[src/rtl/cnn_seq_pkg.sv]
// ----------------------------------------------------------------------------
// cnn_seq_pkg
// Shared definitions for the CNN layer sequencer: sequencer state encoding,
// the index of each layer in the pipeline and the default layer count.
// No ports (package).
// ----------------------------------------------------------------------------
package cnn_seq_pkg;

    typedef enum logic [1:0] {
        ST_IDLE      = 2'd0,
        ST_CLEAR     = 2'd1,
        ST_RUN       = 2'd2,
        ST_ABORT_CLR = 2'd3
    } seq_state_e;

    localparam int NUM_STAGES_DEF = 5;
    localparam int STAGE_IDX_W    = 3;

    localparam logic [STAGE_IDX_W-1:0] STG_C1 = 3'd0;
    localparam logic [STAGE_IDX_W-1:0] STG_P1 = 3'd1;
    localparam logic [STAGE_IDX_W-1:0] STG_C2 = 3'd2;
    localparam logic [STAGE_IDX_W-1:0] STG_P2 = 3'd3;
    localparam logic [STAGE_IDX_W-1:0] STG_FC = 3'd4;

endpackage

[src/rtl/cnn_layer_sequencer_if.sv]
// ----------------------------------------------------------------------------
// cnn_layer_sequencer_if
// Bundles the host handshake (start/abort/busy/done/error/cur_stage) and the
// layer-counter control (stage_done/stage_en/stage_clr) of the sequencer.
//   master : host + layer counters side (drives start, abort, stage_done)
//   slave  : sequencer side (drives stage_en, stage_clr, busy, done, error,
//            cur_stage)
// ----------------------------------------------------------------------------
interface cnn_layer_sequencer_if #(
    parameter int NUM_STAGES = cnn_seq_pkg::NUM_STAGES_DEF
);
    logic                                start;
    logic                                abort;
    logic [NUM_STAGES-1:0]               stage_done;
    logic [NUM_STAGES-1:0]               stage_en;
    logic [NUM_STAGES-1:0]               stage_clr;
    logic                                busy;
    logic                                done;
    logic                                error;
    logic [cnn_seq_pkg::STAGE_IDX_W-1:0] cur_stage;

    modport master (
        output start, abort, stage_done,
        input  stage_en, stage_clr, busy, done, error, cur_stage
    );

    modport slave (
        input  start, abort, stage_done,
        output stage_en, stage_clr, busy, done, error, cur_stage
    );
endinterface

[src/rtl/seq_watchdog.sv]
// ----------------------------------------------------------------------------
// seq_watchdog
// Clearable, saturating up-counter. expired is high while the count sits at
// LIMIT-1; the count never wraps.
// Ports:
//   clk     : clock
//   reset   : asynchronous active-high reset (count -> 0)
//   clr     : synchronous clear (count -> 0), dominates en
//   en      : count enable
//   expired : count == LIMIT-1
// ----------------------------------------------------------------------------
module seq_watchdog #(
    parameter int WIDTH = 16,
    parameter int LIMIT = 4000
) (
    input  logic clk,
    input  logic reset,
    input  logic clr,
    input  logic en,
    output logic expired
);
    localparam logic [WIDTH-1:0] LAST = WIDTH'(LIMIT - 1);

    logic [WIDTH-1:0] cnt_q, cnt_d;

    always_comb begin
        cnt_d = cnt_q;
        if (clr) begin
            cnt_d = '0;
        end else if (en && (cnt_q != LAST)) begin
            cnt_d = cnt_q + 1'b1;
        end
    end

    always_ff @(posedge clk or posedge reset) begin
        if (reset) begin
            cnt_q <= '0;
        end else begin
            cnt_q <= cnt_d;
        end
    end

    assign expired = (cnt_q == LAST);
endmodule

[src/rtl/cnn_layer_sequencer.sv]
// ----------------------------------------------------------------------------
// cnn_layer_sequencer
// Runs the layer counters (conv1, pool1, conv2, pool2, dense) strictly in
// order: each stage gets a CLR_CYCLES clear pulse, then its enable is held
// until its done flag is seen. Provides start/busy/done/error to the host,
// a per-stage watchdog and an abort path that clears every layer counter.
// All outputs are registered.
// Ports:
//   clk   : clock
//   reset : asynchronous active-high reset
//   bus   : cnn_layer_sequencer_if.slave (start, abort, stage_done in;
//           stage_en, stage_clr, busy, done, error, cur_stage out)
// ----------------------------------------------------------------------------
module cnn_layer_sequencer
    import cnn_seq_pkg::*;
#(
    parameter int NUM_STAGES = NUM_STAGES_DEF,
    parameter int CLR_CYCLES = 2,
    parameter int TIMEOUT_W  = 16,
    parameter int TIMEOUT    = 4000
) (
    input  logic                  clk,
    input  logic                  reset,
    cnn_layer_sequencer_if.slave  bus
);
    localparam logic [STAGE_IDX_W-1:0] LAST_IDX  = STAGE_IDX_W'(NUM_STAGES - 1);
    localparam logic [NUM_STAGES-1:0]  STAGE_ONE = NUM_STAGES'(1);

    seq_state_e              state_q, state_d;
    logic [STAGE_IDX_W-1:0]  idx_q, idx_d;
    logic [NUM_STAGES-1:0]   stage_en_q, stage_en_d;
    logic [NUM_STAGES-1:0]   stage_clr_q, stage_clr_d;
    logic                    busy_q, busy_d;
    logic                    done_q, done_d;
    logic                    error_q, error_d;

    logic start_acc;   // start accepted this cycle
    logic run_ok;      // last stage reported done
    logic run_tmo;     // active stage hit the watchdog limit
    logic state_chg;
    logic hold_exp;
    logic wd_exp;
    logic cur_done;

    assign cur_done  = bus.stage_done[idx_q];
    // Both counters restart on every state transition, so each state's
    // first cycle sees a count of zero.
    assign state_chg = (state_d != state_q);

    seq_watchdog #(
        .WIDTH (3),
        .LIMIT (CLR_CYCLES)
    ) u_hold (
        .clk     (clk),
        .reset   (reset),
        .clr     (state_chg),
        .en      (1'b1),
        .expired (hold_exp)
    );

    seq_watchdog #(
        .WIDTH (TIMEOUT_W),
        .LIMIT (TIMEOUT)
    ) u_wdog (
        .clk     (clk),
        .reset   (reset),
        .clr     (state_chg),
        .en      (state_q == ST_RUN),
        .expired (wd_exp)
    );

    // State and output registers
    always_ff @(posedge clk or posedge reset) begin
        if (reset) begin
            state_q     <= ST_IDLE;
            idx_q       <= '0;
            stage_en_q  <= '0;
            stage_clr_q <= '0;
            busy_q      <= 1'b0;
            done_q      <= 1'b0;
            error_q     <= 1'b0;
        end else begin
            state_q     <= state_d;
            idx_q       <= idx_d;
            stage_en_q  <= stage_en_d;
            stage_clr_q <= stage_clr_d;
            busy_q      <= busy_d;
            done_q      <= done_d;
            error_q     <= error_d;
        end
    end

    // Next state. Abort beats start in IDLE and beats done in RUN;
    // done beats watchdog expiry.
    always_comb begin
        state_d   = state_q;
        idx_d     = idx_q;
        start_acc = 1'b0;
        run_ok    = 1'b0;
        run_tmo   = 1'b0;
        case (state_q)
            ST_IDLE: begin
                if (bus.start && !bus.abort) begin
                    state_d   = ST_CLEAR;
                    idx_d     = '0;
                    start_acc = 1'b1;
                end
            end
            ST_CLEAR: begin
                if (bus.abort) begin
                    state_d = ST_ABORT_CLR;
                end else if (hold_exp) begin
                    state_d = ST_RUN;
                end
            end
            ST_RUN: begin
                if (bus.abort) begin
                    state_d = ST_ABORT_CLR;
                end else if (cur_done) begin
                    if (idx_q == LAST_IDX) begin
                        state_d = ST_IDLE;
                        idx_d   = '0;
                        run_ok  = 1'b1;
                    end else begin
                        state_d = ST_CLEAR;
                        idx_d   = idx_q + 1'b1;
                    end
                end else if (wd_exp) begin
                    // idx is kept so cur_stage reports the failing stage
                    state_d = ST_IDLE;
                    run_tmo = 1'b1;
                end
            end
            ST_ABORT_CLR: begin
                if (hold_exp) begin
                    state_d = ST_IDLE;
                    idx_d   = '0;
                end
            end
            default: begin
                state_d = ST_IDLE;
                idx_d   = '0;
            end
        endcase
    end

    // Outputs are decoded from the next state so they register in step
    // with the state itself.
    always_comb begin
        stage_en_d  = '0;
        stage_clr_d = '0;
        case (state_d)
            ST_CLEAR:     stage_clr_d = STAGE_ONE << idx_d;
            ST_RUN:       stage_en_d  = STAGE_ONE << idx_d;
            ST_ABORT_CLR: stage_clr_d = '1;
            default:      ;
        endcase
        busy_d  = (state_d != ST_IDLE);
        done_d  = done_q;
        error_d = error_q;
        if (start_acc) begin
            done_d  = 1'b0;
            error_d = 1'b0;
        end
        if (run_ok) begin
            done_d = 1'b1;
        end
        if (run_tmo) begin
            error_d = 1'b1;
        end
    end

    assign bus.stage_en  = stage_en_q;
    assign bus.stage_clr = stage_clr_q;
    assign bus.busy      = busy_q;
    assign bus.done      = done_q;
    assign bus.error     = error_q;
    assign bus.cur_stage = idx_q;
endmodule

[src/flat_wrapper.sv]
// flat-port wrapper written by rule: the top's interface ports become plain ports
module cnn_layer_sequencer_flat import cnn_seq_pkg::*;
#(
    parameter int NUM_STAGES = NUM_STAGES_DEF,
    parameter int CLR_CYCLES = 2,
    parameter int TIMEOUT_W  = 16,
    parameter int TIMEOUT    = 4000
)
  (clk, reset, bus_start, bus_abort, bus_stage_done, bus_stage_en, bus_stage_clr, bus_busy, bus_done, bus_error, bus_cur_stage);
  cnn_layer_sequencer_if #(.NUM_STAGES(NUM_STAGES)) bus_i ();
  input  logic clk;
  input  logic reset;
  input wire logic [$bits(bus_i.start)-1:0] bus_start;
  input wire logic [$bits(bus_i.abort)-1:0] bus_abort;
  input wire logic [$bits(bus_i.stage_done)-1:0] bus_stage_done;
  output wire logic [$bits(bus_i.stage_en)-1:0] bus_stage_en;
  output wire logic [$bits(bus_i.stage_clr)-1:0] bus_stage_clr;
  output wire logic [$bits(bus_i.busy)-1:0] bus_busy;
  output wire logic [$bits(bus_i.done)-1:0] bus_done;
  output wire logic [$bits(bus_i.error)-1:0] bus_error;
  output wire logic [$bits(bus_i.cur_stage)-1:0] bus_cur_stage;
  assign bus_i.start = bus_start;
  assign bus_i.abort = bus_abort;
  assign bus_i.stage_done = bus_stage_done;
  assign bus_stage_en = bus_i.stage_en;
  assign bus_stage_clr = bus_i.stage_clr;
  assign bus_busy = bus_i.busy;
  assign bus_done = bus_i.done;
  assign bus_error = bus_i.error;
  assign bus_cur_stage = bus_i.cur_stage;
  cnn_layer_sequencer #(.NUM_STAGES(NUM_STAGES), .CLR_CYCLES(CLR_CYCLES), .TIMEOUT_W(TIMEOUT_W), .TIMEOUT(TIMEOUT)) u_core (.clk(clk), .reset(reset), .bus(bus_i));
endmodule
[config.mk]
export PLATFORM = sky130hd
export DESIGN_NAME = cnn_layer_sequencer_flat
export DESIGN_NICKNAME = d
export VERILOG_FILES = /design/src/rtl/cnn_seq_pkg.sv /design/src/rtl/cnn_layer_sequencer_if.sv /design/src/rtl/seq_watchdog.sv /design/src/rtl/cnn_layer_sequencer.sv /design/src/flat_wrapper.sv
export SDC_FILE = /design/constraint.sdc
export NUM_CORES = 1
export LEC_CHECK = 0
export CORE_ASPECT_RATIO = 0.75
export CORE_MARGIN = 2
export CORE_UTILIZATION = 59
export CTS_CLUSTER_DIAMETER = 150
export DETAILED_ROUTE_END_ITERATION = 16
export PLACE_DENSITY = 0.82
export SKIP_LAST_GASP = 1
export SLEW_MARGIN = 20
export SYNTH_ARGS = -nofsm -noshare
export SYNTH_HDL_FRONTEND = slang
export SYNTH_HIERARCHICAL = 1
export SYNTH_SLANG_ARGS = --single-unit
[constraint.sdc]
create_clock -name clk -period 6.63 [get_ports clk]
set_clock_uncertainty 0.05 [all_clocks]
set_input_delay 0.663 -clock clk [delete_from_list [all_inputs] [get_ports clk]]
set_output_delay 0.663 -clock clk [all_outputs]
set_load 0.005 [all_outputs]
==> results.rst <==
.. list-table::
   :header-rows: 1

   * - Metric
     - Value
   * - Result of the run
     - finished, final reports clean
   * - Starting DRT DRC Count
     - between 100 and 150
   * - Placement Rows
     - 18
   * - Yosys warning total
     - 6
   * - Gates resized, CTS repair
     - 0
   * - WP buf/inv
     - 2
   * - Total negative slack
     - 0 ns
   * - Fraction of layout cells with a size suffix above 1
     - 0.116
   * - Hold buffers post-CTS
     - 0
   * - Arrival time of data at the critical path endpoint
     - between 2 and 3 ns
   * - Leading area contributor after synthesis
     - sky130_fd_sc_hd__dfrtp_1
   * - Number of diodes added for antenna fixing
     - 0
   * - Number of sinks driven by the clock tree
     - 37
   * - Post-DR vias/cell
     - between 5 and 6
   * - IR Drop Worst-Case VDD
     - between 0.2 and 0.25 mV
   * - Most prevalent standard cell on the critical path
     - sky130_fd_sc_hd__nor2_1
   * - Layout Area Growth over Synthesis
     - 17.2%
   * - Mapped Cells
     - ~210
   * - Highest net fanout along the worst path
     - 19
   * - Core footprint
     - 3290 um2
   * - Number of max-capacitance violations reported
     - 0
   * - Number of fill cells
     - approximately 250
   * - Crit path max-delay cell type
     - sky130_fd_sc_hd__clkdlybuf4s50_1
   * - Depth of the worst register-to-register path
     - 6
   * - Post-layout net count
     - between 200 and 300
   * - Cell area after synthesis
     - between 2000 and 2500 um2
   * - Final hold violations
     - 0
   * - Hold slack
     - approximately 0.45 ns
   * - Number of global-route vias before repair
     - around 1500
   * - Clock transition at the registers of the reported paths
     - around 0.070 ns
   * - Number of clock buffers inserted by TritonCTS
     - 5
   * - Unrepaired setup endpoints after global routing
     - false
   * - Pin count of the biggest net entering global routing
     - 20
   * - Number of port buffers
     - 24
   * - Dominant synthesized flop cell
     - sky130_fd_sc_hd__dfrtp_1
   * - Number of distinct library cells after synthesis
     - 56
   * - Clock insertion delay at the later pin of the skew report
     - approximately 0.29 ns
   * - Beginning of the worst hold path
     - u_core/bus.error
   * - Reg2Reg Capture Point
     - u_core/u_wdog/cnt_q[15]
   * - CP peak stage delay
     - about 0.55 ns
   * - Register-to-register setup slack
     - between 4 and 5 ns
   * - Start-to-end type of the worst setup path
     - input pin to flop
   * - Number of synthesized flops with an enable pin
     - 0
   * - Placed wire-length estimate
     - about 3200 um
   * - Most common cell after layout, fill and taps aside
     - sky130_fd_sc_hd__dfrtp_1
   * - Final weighted congestion of routability-driven global placement
     - ~0.83
   * - Total vias in the final route
     - 1668
   * - Fin crit share
     - 0.420
   * - Time the worst path needs with I/O delays and setup
     - 2.78 ns
   * - Number of nets with antenna violations after routing
     - 0
   * - Number of buffers on the longest clock path
     - 2
   * - Number of antenna violations at the first check in global routing
     - 0
   * - DIE HEIGHT
     - between 50 and 60 um
   * - Kind of cell with the highest combined delay on the critical path
     - simple AND/OR/NAND/NOR gates
   * - Power density over the cells
     - between 300 and 400 nW/um2
   * - Worst hold path class
     - flop to flop
   * - Detailed-route DRC error count
     - 0
   * - Post-synthesis sequential area ratio
     - 0.455
   * - Grt total ovfl
     - 0
   * - Highest clock frequency the design can meet
     - 360 MHz
   * - Die outline area
     - between 3000 and 4000 um2
   * - Synthesized area per cell
     - about 9.6 um2
   * - Global-route total usage across every layer
     - 0.246
   * - Yosys reg bits
     - 37
   * - Post-CTS repair timing setup buffer count
     - 0
   * - TritonCTS clock tree
     - built
   * - Drt wl/cell
     - around 16 um
   * - Count of final max-slew check failures
     - 0
   * - Worst-margin pin slew
     - ~0.66 ns
   * - Data required, critical path
     - 6.74 ns
   * - Reg-to-reg startpoint
     - u_core/state_q[0]
   * - Endpoint class of the critical path
     - flop
   * - Cells taking the most area after synthesis
     - sky130_fd_sc_hd__dfrtp_1 (46%), sky130_fd_sc_hd__nor2_1 (3.7%), sky130_fd_sc_hd__inv_1 (3.1%), sky130_fd_sc_hd__ha_1 (3.1%), sky130_fd_sc_hd__a21oi_1 (3.0%)
   * - I/O pin count
     - 25
   * - Worst hold endpoint
     - u_core/bus.error
   * - Setup-violating endpoint count in the final report
     - 0
   * - Most used cells in the layout excluding fill and tap cells
     - sky130_fd_sc_hd__dfrtp_1 (37), sky130_fd_sc_hd__clkdlybuf4s50_1 (24), sky130_fd_sc_hd__nor2_1 (20)
   * - Pre-antenna DRT Iters
     - 4
   * - Total wirelength of the detailed-routed design
     - around 4400 um
   * - Slew HR
     - 0.557
   * - Worst setup SP type
     - input pin
   * - Total number of H-tree levels
     - 2
   * - Pleak
     - between 1 and 1.5 nW
   * - Area occupied by registers
     - about 900 um2
   * - Area of the multi-input gates
     - about 1000 um2
   * - Master cell of the clock root buffer
     - sky130_fd_sc_hd__clkbuf_8
   * - Cell Chain, Critical Path
     - clkdlybuf4s50_1 > nor2_1 > nand2_1 > or2_2 > a2bb2oi_2 > nor2_1 > a32oi_1 > buf_4 > nor2_1
   * - Horizontal die dimension
     - 71.8 um
   * - Synth top area share
     - 0.455
   * - Source of the critical timing path
     - bus_abort
   * - Asr flop ratio synth
     - 1.00
   * - Effective utilization at floorplan
     - 0.619
   * - Number of cells on the worst hold path
     - 2
   * - Global-route wire length before repair
     - about 7100 um
-- cell families (layout without fill, tap and decap cells) --
logic type	after synthesis	in the layout	synth area share
compound gates	45	45	0.156
fa+ha+maj	5	5	0.0308
simple gates	87	87	0.242
flops	37	37	0.455
mux	5	5	0.0258
buf+inv	24	51	0.0541
xor+xnor	8	8	0.0344
other cells	1	4	0.00184
-- worst reg2reg max path, cell delays in order (launching register included) --
cell and delay [ns]:
sky130_fd_sc_hd__dfrtp_1 0.45, sky130_fd_sc_hd__nand2b_1 0.28, sky130_fd_sc_hd__inv_1 0.28, sky130_fd_sc_hd__nand3_1 0.18, sky130_fd_sc_hd__or3_1 0.44, sky130_fd_sc_hd__or4_1 0.50, sky130_fd_sc_hd__a21oi_1 0.15
-- layout make-up --
| cell class | count | area share |
|---|---|---|
| repair buffers | 25 | 0.104 |
| well taps | 40 | 0.0210 |
| clock buffers | 6 | 0.0304 |
| multi-input cells | 154 | 0.424 |
| clock inverters | 2 | 0.00420 |
| inverters | 18 | 0.0283 |
| flip-flops and latches | 37 | 0.388 |
-- through the flow --
step	cells	cell area [um2]	utilization	total power (W)	worst slack (ns)
finish	282	2380	0.725	0.000802	3.85
floorplan	215	2050	-	0.000545	4.09
CTS	282	2380	0.725	0.000802	3.88
global placement	274	2300	0.700	0.000641	3.73
detailed placement	274	2300	0.700	0.000651	3.63
global route	282	2380	0.725	0.000854	3.64
-- per-layer routing --
layer  up-vias  part of all wire  track usage  wire (um)
met1       804              0.48        0.353       2130
met5         -                 0            0          0
li1        807                 -            -          -
met3         5             0.065       0.0663        285
met4         0             0.013       0.0849         57
met2        52              0.44        0.361       1930
-- state kept, by name, indices dropped and copies added, names as in the netlist --
signal	cells
u_core/u_wdog/cnt_q	16
u_core/bus.stage_clr	5
u_core/bus.stage_en	5
u_core/bus.cur_stage	3
u_core/u_hold/cnt_q	3
u_core/state_q	2
u_core/bus.busy	1
u_core/bus.done	1
u_core/bus.error	1
-- report_power, final --
part           total [W]  internal (W)  leakage (nW)  switching [W]
Clock           0.000151     0.0000728        0.0450      0.0000783
Sequential      0.000305      0.000267         0.496      0.0000375
Combinational   0.000347      0.000148         0.481       0.000199
-- worst max path at each step --
stage | end | cells after the start
after floorplan | u_core/u_wdog/cnt_q[13] | 10
after global placement | u_core/u_wdog/cnt_q[0] | 9
after detailed placement | u_core/u_wdog/cnt_q[10] | 9
after CTS | u_core/u_wdog/cnt_q[10] | 9
after global routing | u_core/u_wdog/cnt_q[10] | 9
final | u_core/u_wdog/cnt_q[10] | 9
-- synth_stat cells (3+ instances only) --
cell type                  count
sky130_fd_sc_hd__or3_2         3
sky130_fd_sc_hd__nand2_1      15
sky130_fd_sc_hd__xnor2_1       3
sky130_fd_sc_hd__or3_1         4
sky130_fd_sc_hd__inv_1        17
sky130_fd_sc_hd__a21oi_1      12
sky130_fd_sc_hd__ha_1          5
sky130_fd_sc_hd__nand2b_1      6
sky130_fd_sc_hd__o21ai_0       9
sky130_fd_sc_hd__o31ai_1       4
sky130_fd_sc_hd__mux2i_1       3
sky130_fd_sc_hd__nand4_1       5
sky130_fd_sc_hd__nand3_1      10
sky130_fd_sc_hd__xor2_1        5
sky130_fd_sc_hd__dfrtp_1      37
sky130_fd_sc_hd__nor4_1        3
sky130_fd_sc_hd__nor2_1       20
No activity file was read; power rests on OpenSTA's default activity.
